[config.mk]
export PLATFORM = sky130hd
export DESIGN_NAME = cvxif_core_adapter
export DESIGN_NICKNAME = d
export VERILOG_FILES = /design/src/rtl/cvxif_pkg.sv /design/src/rtl/cvxif_id_table.sv /design/src/rtl/cvxif_core_adapter.sv
export SDC_FILE = /design/constraint.sdc
export NUM_CORES = 1
export LEC_CHECK = 0
export CORE_AREA = 2 2 194 196
export DETAILED_ROUTE_END_ITERATION = 16
export DIE_AREA = 0 0 196 198
export SETUP_SLACK_MARGIN = 0.02
export SYNTH_ARGS = -nofsm -noshare
export SYNTH_HDL_FRONTEND = slang
export SYNTH_HIERARCHICAL = 1
export SYNTH_SLANG_ARGS = --single-unit
[constraint.sdc]
create_clock -name clk_i -period 3 [get_ports clk_i]
set_input_delay 0.6 -clock clk_i [delete_from_list [all_inputs] [get_ports clk_i]]
set_output_delay 0.6 -clock clk_i [all_outputs]
set_load 0.05 [all_outputs]
[src/rtl/cvxif_pkg.sv]
// CV-X-IF shared widths, request/response structs and adapter-local types.
package cvxif_pkg;

    localparam int unsigned X_ID_WIDTH  = 4;
    localparam int unsigned X_NUM_RS    = 2;
    localparam int unsigned X_RFR_WIDTH = 32;
    localparam int unsigned X_RFW_WIDTH = 32;
    localparam int unsigned X_MEM_WIDTH = 32;

    typedef struct packed {
        logic [15:0]           instr;
        logic [X_ID_WIDTH-1:0] id;
    } x_compressed_req_t;

    typedef struct packed {
        logic [31:0] instr;
        logic        accept;
    } x_compressed_resp_t;

    typedef struct packed {
        logic [31:0]                             instr;
        logic [X_ID_WIDTH-1:0]                   id;
        logic [X_NUM_RS-1:0][X_RFR_WIDTH-1:0]    rs;
        logic [X_NUM_RS-1:0]                     rs_valid;
    } x_issue_req_t;

    typedef struct packed {
        logic accept;
        logic writeback;
        logic dualwrite;
        logic dualread;
        logic loadstore;
        logic exc;
    } x_issue_resp_t;

    typedef struct packed {
        logic [X_ID_WIDTH-1:0] id;
        logic                  commit_kill;
    } x_commit_t;

    typedef struct packed {
        logic [X_ID_WIDTH-1:0]  id;
        logic [31:0]            addr;
        logic                   we;
        logic [X_MEM_WIDTH-1:0] wdata;
    } x_mem_req_t;

    typedef struct packed {
        logic       exc;
        logic [5:0] exccode;
    } x_mem_resp_t;

    typedef struct packed {
        logic [X_ID_WIDTH-1:0]  id;
        logic [X_MEM_WIDTH-1:0] rdata;
        logic                   err;
    } x_mem_result_t;

    typedef struct packed {
        logic [X_ID_WIDTH-1:0]  id;
        logic [X_RFW_WIDTH-1:0] data;
        logic [4:0]             rd;
        logic                   we;
        logic                   exc;
        logic [5:0]             exccode;
    } x_result_t;

    typedef struct packed {
        logic              x_compressed_valid;
        x_compressed_req_t x_compressed_req;
        logic              x_issue_valid;
        x_issue_req_t      x_issue_req;
        logic              x_commit_valid;
        x_commit_t         x_commit;
        logic              x_mem_ready;
        x_mem_resp_t       x_mem_resp;
        logic              x_mem_result_valid;
        x_mem_result_t     x_mem_result;
        logic              x_result_ready;
    } cvxif_req_t;

    typedef struct packed {
        logic               x_compressed_ready;
        x_compressed_resp_t x_compressed_resp;
        logic               x_issue_ready;
        x_issue_resp_t      x_issue_resp;
        logic               x_mem_valid;
        x_mem_req_t         x_mem_req;
        logic               x_result_valid;
        x_result_t          x_result;
    } cvxif_resp_t;

    typedef struct packed {
        logic [X_ID_WIDTH-1:0] id;
        logic                  writeback;
        logic                  committed;
        logic                  valid;
    } cvxif_outstanding_t;

    typedef enum logic [0:0] {
        StIdle,
        StIssue
    } issue_state_e;

endpackage

[src/rtl/cvxif_id_table.sv]
// Small CAM of offloaded-but-unfinished instructions, keyed by the core-assigned ID.
module cvxif_id_table
    import cvxif_pkg::*;
#(
    parameter int unsigned Depth = 4
) (
    input  logic                  clk_i,
    input  logic                  rst_ni,
    input  logic                  alloc_valid_i,
    input  logic [X_ID_WIDTH-1:0] alloc_id_i,
    input  logic                  alloc_wb_i,
    input  logic                  commit_valid_i,
    input  logic [X_ID_WIDTH-1:0] commit_id_i,
    input  logic                  commit_kill_i,
    output logic                  commit_hit_o,
    input  logic                  free_valid_i,
    input  logic [X_ID_WIDTH-1:0] free_id_i,
    input  logic [X_ID_WIDTH-1:0] lookup_id_i,
    output logic                  lookup_hit_o,
    input  logic [X_ID_WIDTH-1:0] res_id_i,
    output logic                  res_hit_o,
    output cvxif_outstanding_t    res_entry_o,
    output logic                  full_o
);

    cvxif_outstanding_t [Depth-1:0] entries_q, entries_d;
    logic [Depth-1:0]               alloc_mask;
    logic                           slot_found;

    // All lookups see the registered table only; same-cycle updates show up next cycle.
    always_comb begin
        lookup_hit_o = 1'b0;
        commit_hit_o = 1'b0;
        res_hit_o    = 1'b0;
        res_entry_o  = '0;
        full_o       = 1'b1;
        alloc_mask   = '0;
        slot_found   = 1'b0;
        for (int unsigned i = 0; i < Depth; i++) begin
            if (entries_q[i].valid) begin
                if (entries_q[i].id == lookup_id_i) lookup_hit_o = 1'b1;
                if (entries_q[i].id == commit_id_i) commit_hit_o = 1'b1;
                if (entries_q[i].id == res_id_i) begin
                    res_hit_o   = 1'b1;
                    res_entry_o = entries_q[i];
                end
            end else begin
                full_o = 1'b0;
                if (!slot_found) begin
                    alloc_mask[i] = 1'b1;
                    slot_found    = 1'b1;
                end
            end
        end
    end

    always_comb begin
        entries_d = entries_q;
        for (int unsigned i = 0; i < Depth; i++) begin
            if (entries_q[i].valid && commit_valid_i && entries_q[i].id == commit_id_i) begin
                if (commit_kill_i) entries_d[i].valid = 1'b0;
                else               entries_d[i].committed = 1'b1;
            end
            if (entries_q[i].valid && free_valid_i && entries_q[i].id == free_id_i) begin
                entries_d[i].valid = 1'b0;
            end
            // Allocation only targets a slot empty in the registered table, so it never
            // collides with a same-cycle free or commit.
            if (alloc_valid_i && alloc_mask[i]) begin
                entries_d[i] = '{id: alloc_id_i, writeback: alloc_wb_i,
                                 committed: 1'b0, valid: 1'b1};
            end
        end
    end

    always_ff @(posedge clk_i or negedge rst_ni) begin
        if (!rst_ni) entries_q <= '0;
        else         entries_q <= entries_d;
    end

endmodule

[src/rtl/cvxif_core_adapter.sv]
// Core-side CV-X-IF initiator: issue handshake, commit forwarding, outstanding-ID tracking
// and result return to the core.
module cvxif_core_adapter
    import cvxif_pkg::*;
#(
    parameter int unsigned NbOutstanding = 4,
    parameter bit          ResultBuffer  = 1'b1
) (
    input  logic                            clk_i,
    input  logic                            rst_ni,
    input  logic                            instr_valid_i,
    output logic                            instr_ready_o,
    input  logic [31:0]                     instr_i,
    input  logic [X_NUM_RS*X_RFR_WIDTH-1:0] rs_i,
    input  logic [X_ID_WIDTH-1:0]           id_i,
    output logic                            issue_done_o,
    output logic                            issue_accept_o,
    output logic                            issue_wb_o,
    input  logic                            commit_valid_i,
    input  logic [X_ID_WIDTH-1:0]           commit_id_i,
    input  logic                            commit_kill_i,
    output logic                            result_valid_o,
    input  logic                            result_ready_i,
    output logic [X_ID_WIDTH-1:0]           result_id_o,
    output logic [X_RFW_WIDTH-1:0]          result_data_o,
    output logic [4:0]                      result_rd_o,
    output logic                            result_we_o,
    output logic                            result_exc_o,
    output logic [5:0]                      result_exccode_o,
    output logic                            protocol_err_o,
    output cvxif_req_t                      cvxif_req_o,
    input  cvxif_resp_t                     cvxif_resp_i
);

    issue_state_e                         state_q, state_d;
    logic [31:0]                          instr_q;
    logic [X_NUM_RS-1:0][X_RFR_WIDTH-1:0] rs_q;
    logic [X_ID_WIDTH-1:0]                id_q;
    logic                                 issue_load, issue_fire;
    logic                                 issue_done_q, issue_accept_q, issue_wb_q;
    logic                                 protocol_err_q, protocol_err_d;

    logic               tbl_full, tbl_lookup_hit, tbl_commit_hit, tbl_res_hit;
    cvxif_outstanding_t res_entry;
    logic               x_result_ready, res_fire, res_good, res_deliverable, kill_same;
    x_result_t          res_in, res_out;
    logic               res_out_valid;

    assign issue_fire = (state_q == StIssue) && cvxif_resp_i.x_issue_ready;

    always_comb begin
        state_d       = state_q;
        instr_ready_o = 1'b0;
        issue_load    = 1'b0;
        unique case (state_q)
            StIdle: begin
                instr_ready_o = ~tbl_full & ~tbl_lookup_hit;
                if (instr_valid_i && instr_ready_o) begin
                    issue_load = 1'b1;
                    state_d    = StIssue;
                end
            end
            StIssue: begin
                if (cvxif_resp_i.x_issue_ready) state_d = StIdle;
            end
            default: state_d = StIdle;
        endcase
    end

    always_ff @(posedge clk_i or negedge rst_ni) begin
        if (!rst_ni) begin
            state_q        <= StIdle;
            instr_q        <= '0;
            rs_q           <= '0;
            id_q           <= '0;
            issue_done_q   <= 1'b0;
            issue_accept_q <= 1'b0;
            issue_wb_q     <= 1'b0;
            protocol_err_q <= 1'b0;
        end else begin
            state_q <= state_d;
            if (issue_load) begin
                instr_q <= instr_i;
                rs_q    <= rs_i;
                id_q    <= id_i;
            end
            issue_done_q   <= issue_fire;
            issue_accept_q <= issue_fire & cvxif_resp_i.x_issue_resp.accept;
            issue_wb_q     <= issue_fire & cvxif_resp_i.x_issue_resp.accept
                              & cvxif_resp_i.x_issue_resp.writeback;
            protocol_err_q <= protocol_err_d;
        end
    end

    cvxif_id_table #(
        .Depth(NbOutstanding)
    ) u_id_table (
        .clk_i         (clk_i),
        .rst_ni        (rst_ni),
        .alloc_valid_i (issue_fire & cvxif_resp_i.x_issue_resp.accept),
        .alloc_id_i    (id_q),
        .alloc_wb_i    (cvxif_resp_i.x_issue_resp.writeback),
        .commit_valid_i(commit_valid_i),
        .commit_id_i   (commit_id_i),
        .commit_kill_i (commit_kill_i),
        .commit_hit_o  (tbl_commit_hit),
        .free_valid_i  (res_good),
        .free_id_i     (cvxif_resp_i.x_result.id),
        .lookup_id_i   (id_i),
        .lookup_hit_o  (tbl_lookup_hit),
        .res_id_i      (cvxif_resp_i.x_result.id),
        .res_hit_o     (tbl_res_hit),
        .res_entry_o   (res_entry),
        .full_o        (tbl_full)
    );

    // A kill arriving alongside the result of the same ID wins over the result.
    assign kill_same       = commit_valid_i & commit_kill_i
                             & (commit_id_i == cvxif_resp_i.x_result.id);
    assign res_deliverable = tbl_res_hit & res_entry.committed & ~kill_same;
    assign res_fire        = cvxif_resp_i.x_result_valid & x_result_ready;
    assign res_good        = res_fire & res_deliverable;
    assign protocol_err_d  = (res_fire & ~res_deliverable) | (commit_valid_i & ~tbl_commit_hit);

    always_comb begin
        res_in    = cvxif_resp_i.x_result;
        res_in.we = cvxif_resp_i.x_result.we & res_entry.writeback;
    end

    if (ResultBuffer) begin : g_buf
        logic      buf_valid_q;
        x_result_t buf_q;

        always_ff @(posedge clk_i or negedge rst_ni) begin
            if (!rst_ni) begin
                buf_valid_q <= 1'b0;
                buf_q       <= '0;
            end else if (res_good) begin
                buf_valid_q <= 1'b1;
                buf_q       <= res_in;
            end else if (result_ready_i) begin
                buf_valid_q <= 1'b0;
            end
        end

        assign x_result_ready = ~buf_valid_q | result_ready_i;
        assign res_out_valid  = buf_valid_q;
        assign res_out        = buf_q;
    end else begin : g_pass
        // Undeliverable results are swallowed even while the core is stalled.
        assign x_result_ready = result_ready_i | ~res_deliverable;
        assign res_out_valid  = cvxif_resp_i.x_result_valid & res_deliverable;
        assign res_out        = res_in;
    end

    assign result_valid_o   = res_out_valid;
    assign result_id_o      = res_out.id;
    assign result_data_o    = res_out.data;
    assign result_rd_o      = res_out.rd;
    assign result_we_o      = res_out.we;
    assign result_exc_o     = res_out.exc;
    assign result_exccode_o = res_out.exccode;
    assign issue_done_o     = issue_done_q;
    assign issue_accept_o   = issue_accept_q;
    assign issue_wb_o       = issue_wb_q;
    assign protocol_err_o   = protocol_err_q;

    always_comb begin
        cvxif_req_o                          = '0;
        cvxif_req_o.x_issue_valid            = (state_q == StIssue);
        cvxif_req_o.x_issue_req.instr        = instr_q;
        cvxif_req_o.x_issue_req.id           = id_q;
        cvxif_req_o.x_issue_req.rs           = rs_q;
        cvxif_req_o.x_issue_req.rs_valid     = '1;
        cvxif_req_o.x_commit_valid           = commit_valid_i;
        cvxif_req_o.x_commit.id              = commit_id_i;
        cvxif_req_o.x_commit.commit_kill     = commit_kill_i;
        cvxif_req_o.x_result_ready           = x_result_ready;
    end

    // Compressed and memory interfaces are not supported by this core.
    logic unused_resp;
    assign unused_resp = ^{cvxif_resp_i.x_compressed_ready, cvxif_resp_i.x_compressed_resp,
                           cvxif_resp_i.x_issue_resp.dualwrite,
                           cvxif_resp_i.x_issue_resp.dualread,
                           cvxif_resp_i.x_issue_resp.loadstore,
                           cvxif_resp_i.x_issue_resp.exc,
                           cvxif_resp_i.x_mem_valid, cvxif_resp_i.x_mem_req};

endmodule

==> flow_summary_export.csv, run 1 <==
group,metric,value,unit
timing,timing.fmax,363,MHz
global_routing,top_usage_layer,"met2",
clocking,clk_latency,450,ps
power_and_ir_drop,power_density,1210,mW/mm²
power_and_ir_drop,leakage,5.73,nW
drt,wl,24.3,mm
timing,hold_violations,0,
floorplan,die_w,196,µm
floorplan,ios,503,
floorplan,die_area,0.0388,mm²
power_and_ir_drop,combPwrFrac,58.0,%
worst_setup_path,crit_cells,8,
synth,syn_avg_cell_area,13.5,µm²
placed_design,gp_congestion,0.749,
worst_setup_path,rr_worst_depth,12,
worst_setup_path,slowest_delay,530,ps
worst_setup_path,slowest_stage,"clkdlybuf4s50_1",
power_and_ir_drop,p_sw,0.00740,W
final_layout,fin_area,0.0132,mm²
power_and_ir_drop,ir_worst_vdd,0.000766,V
timing,rsz0062_at_grt,"false",
floorplan,placementRows,71,
final_layout,syn_to_final_growth,52.8,%
floorplan,initial_core_util,23.4,%
final_layout,final_cell_mix,"clkdlybuf4s50_1, dfrtp_1, mux2_2, conb_1, buf_4",
worst_setup_path,cp_data_arrival_time,2150,ps
clocking,cts_sinks,183,
global_routing,use_met3,5.54,%
worst_setup_path,critPathLaunchType,"input port",
final_layout,layout.nets,1278,
power_and_ir_drop,p_int,0.00850,W
final_layout,num-fill-cells,3675,
worst_setup_path,cp.buffers_inverters,3,
drt,post_drt_via_cell_ratio,3.99,
hold_path,worstHoldPathType,"in2async",
power_and_ir_drop,switching_share,46.5,%
timing,setup_viol,0,
run,cap_violations,0,
final_layout,layout_commonest_cell,"clkdlybuf4s50_1",
timing,fin_worst_skew,13.4,ps
worst_setup_path,crit_family,"buffers and inverters",
global_routing,grt_pass1_vias,6221,
synth,ys_warn_count,6,
placed_design,dp.cells,1448,
clocking,cts_tree,"built",
global_routing,grt_pass1_wl,36.1,mm
drt,via_count,5954,
clocking,path_clk_slew,70,ps
timing,finalCritPeriodShare,91.8,%
drt,drt_pre_antenna_iters,4,
final_layout,fin_cells,1494,
clocking,h-tree-depth,4,
final_layout,drive_above_1_share,28.8,%
global_routing,antenna_found_initial,0,
synth,syn_area,0.00864,mm²
global_routing,grt_use_total,12.2,%
floorplan,die_h,198,µm
drt,wl_per_cell,16.3,µm
placed_design,numPortBuffers,325,
global_routing,grt_use_met2,19.8,%
drt,final_antenna_net_count,0,
global_routing,use_met1,14.3,%
drt,drcViolationCount,0,
worst_setup_path,end_kind,"primary output",
floorplan,core_area,0.0370,mm²
worst_setup_path,critPathMaxFanout,3,
placed_design,hpwl,18.2,mm
global_routing,grt_max_degree,69,
drt,drtIter0Drc,179,
worst_setup_path,crit_chain,"clkdlybuf4s50_1 > xor2_1 > nor3_1 > nand3_1 > nand4_1 > nor3_2 > buf_4 > buf_12",
clocking,cts_buffers,17,
timing,slew_headroom,59.7,%
outcome,status,"completed",
timing,worstMarginPinSlew,603,ps
final_layout,regArea,0.00458,mm²
worst_setup_path,required,2400,ps
timing,slew_viol_final,0,
global_routing,grt-ovfl-total,0,
final_layout,antenna_cells,0,
timing,layout_min_cycle_time,2750,ps
final_layout,multi_input_area,0.00347,mm²
power_and_ir_drop,clkPwrFrac,14.4,%
placed_design,placed_cell_area,0.0124,mm²
worst_setup_path,worstSetupPathType,"in2out",
clocking,root_buffer,"clkbuf_16",
clocking,clockBufferDepth,2,
synth,syn_inst,642,
power_and_ir_drop,power_frac_seq,27.6,%
[layer usage]
metal / up-vias / wire, µm / part of all wire [%]
met5: - / 0 / 0
met4: 0 / 520 / 2.1
met3: 29 / 2340 / 9.6
met2: 283 / 11500 / 47
met1: 2893 / 9940 / 41
li1: 2749 / - / -
[repair_timing]
action | 4_1_cts | 5_1_grt
setup endpoints to repair | 0 | 52
hold buffers | 0 | 0
gates resized for setup | 0 | 16
buffers inserted | 0 | 13
[power groups by stage]
stage          clock (W)  sequential, W  combinational (W)
6_report         0.00228        0.00439            0.00923
5_1_grt          0.00246        0.00456            0.00964
4_1_cts          0.00237        0.00441            0.00928
3_5_place_dp           0        0.00444            0.00925
3_3_place_gp           0        0.00438            0.00920
2_1_floorplan          0        0.00768            0.00287
[per-stage QoR]
stage                     hold slack (ps)  TNS [ps]  worst slack (ps)  total power (W)  utilization (%)
after detailed placement              482    -26290              -431           0.0137             33.7
after CTS                             171         0              39.9           0.0161             35.2
after floorplan                       304         0              77.5           0.0105                -
after global placement                477    -24860              -375           0.0136             33.7
final                                 178         0               246           0.0159             35.7
after global routing                  188         0               109           0.0167             35.7
[sequential cells by signal, summed over array words and instances (netlist names)]
signal,flops
instr_q,32
issue_wb_o,1
result_exc_o,1
cvxif_req_o,64
result_id_o,4
result_exccode_o,6
result_data_o,32
u_id_table/entries_q,28
result_rd_o,5
id_q,4
issue_done_o,1
protocol_err_o,1
state_q,1
result_valid_o,1
result_we_o,1
issue_accept_o,1
[path summary, 6_finish.rpt]
kind,startpoint,to,slack [ps]
max,id_i[2],instr_ready_o,250
min reg2reg,u_id_table/entries_q[2],u_id_table/entries_q[2],500
min,rst_ni,cvxif_req_o[118],180
max in group asynchronous,rst_ni,cvxif_req_o[105],2130
min in group clk_i,u_id_table/entries_q[2],u_id_table/entries_q[2],500
max reg2reg,u_id_table/entries_q[26],result_rd_o[3],290
[area by class of cell]
| class | count | area share (%) |
|---|---|---|
| flip-flops and latches | 183 | 34.7 |
| multi-input cells | 404 | 26.3 |
| well taps | 474 | 4.49 |
| clock buffers | 18 | 3.33 |
| inverters | 5 | 0.142 |
| clock inverters | 14 | 1.05 |
| repair buffers | 396 | 30.0 |
No activity file was read; power rests on OpenSTA's default activity.
==> inputs of run 2 (changes only) <==
- SLEW_MARGIN: not set -> 10
==> results of run 2 <==
Final layout, timing and power as in run 1 (identical DEF).
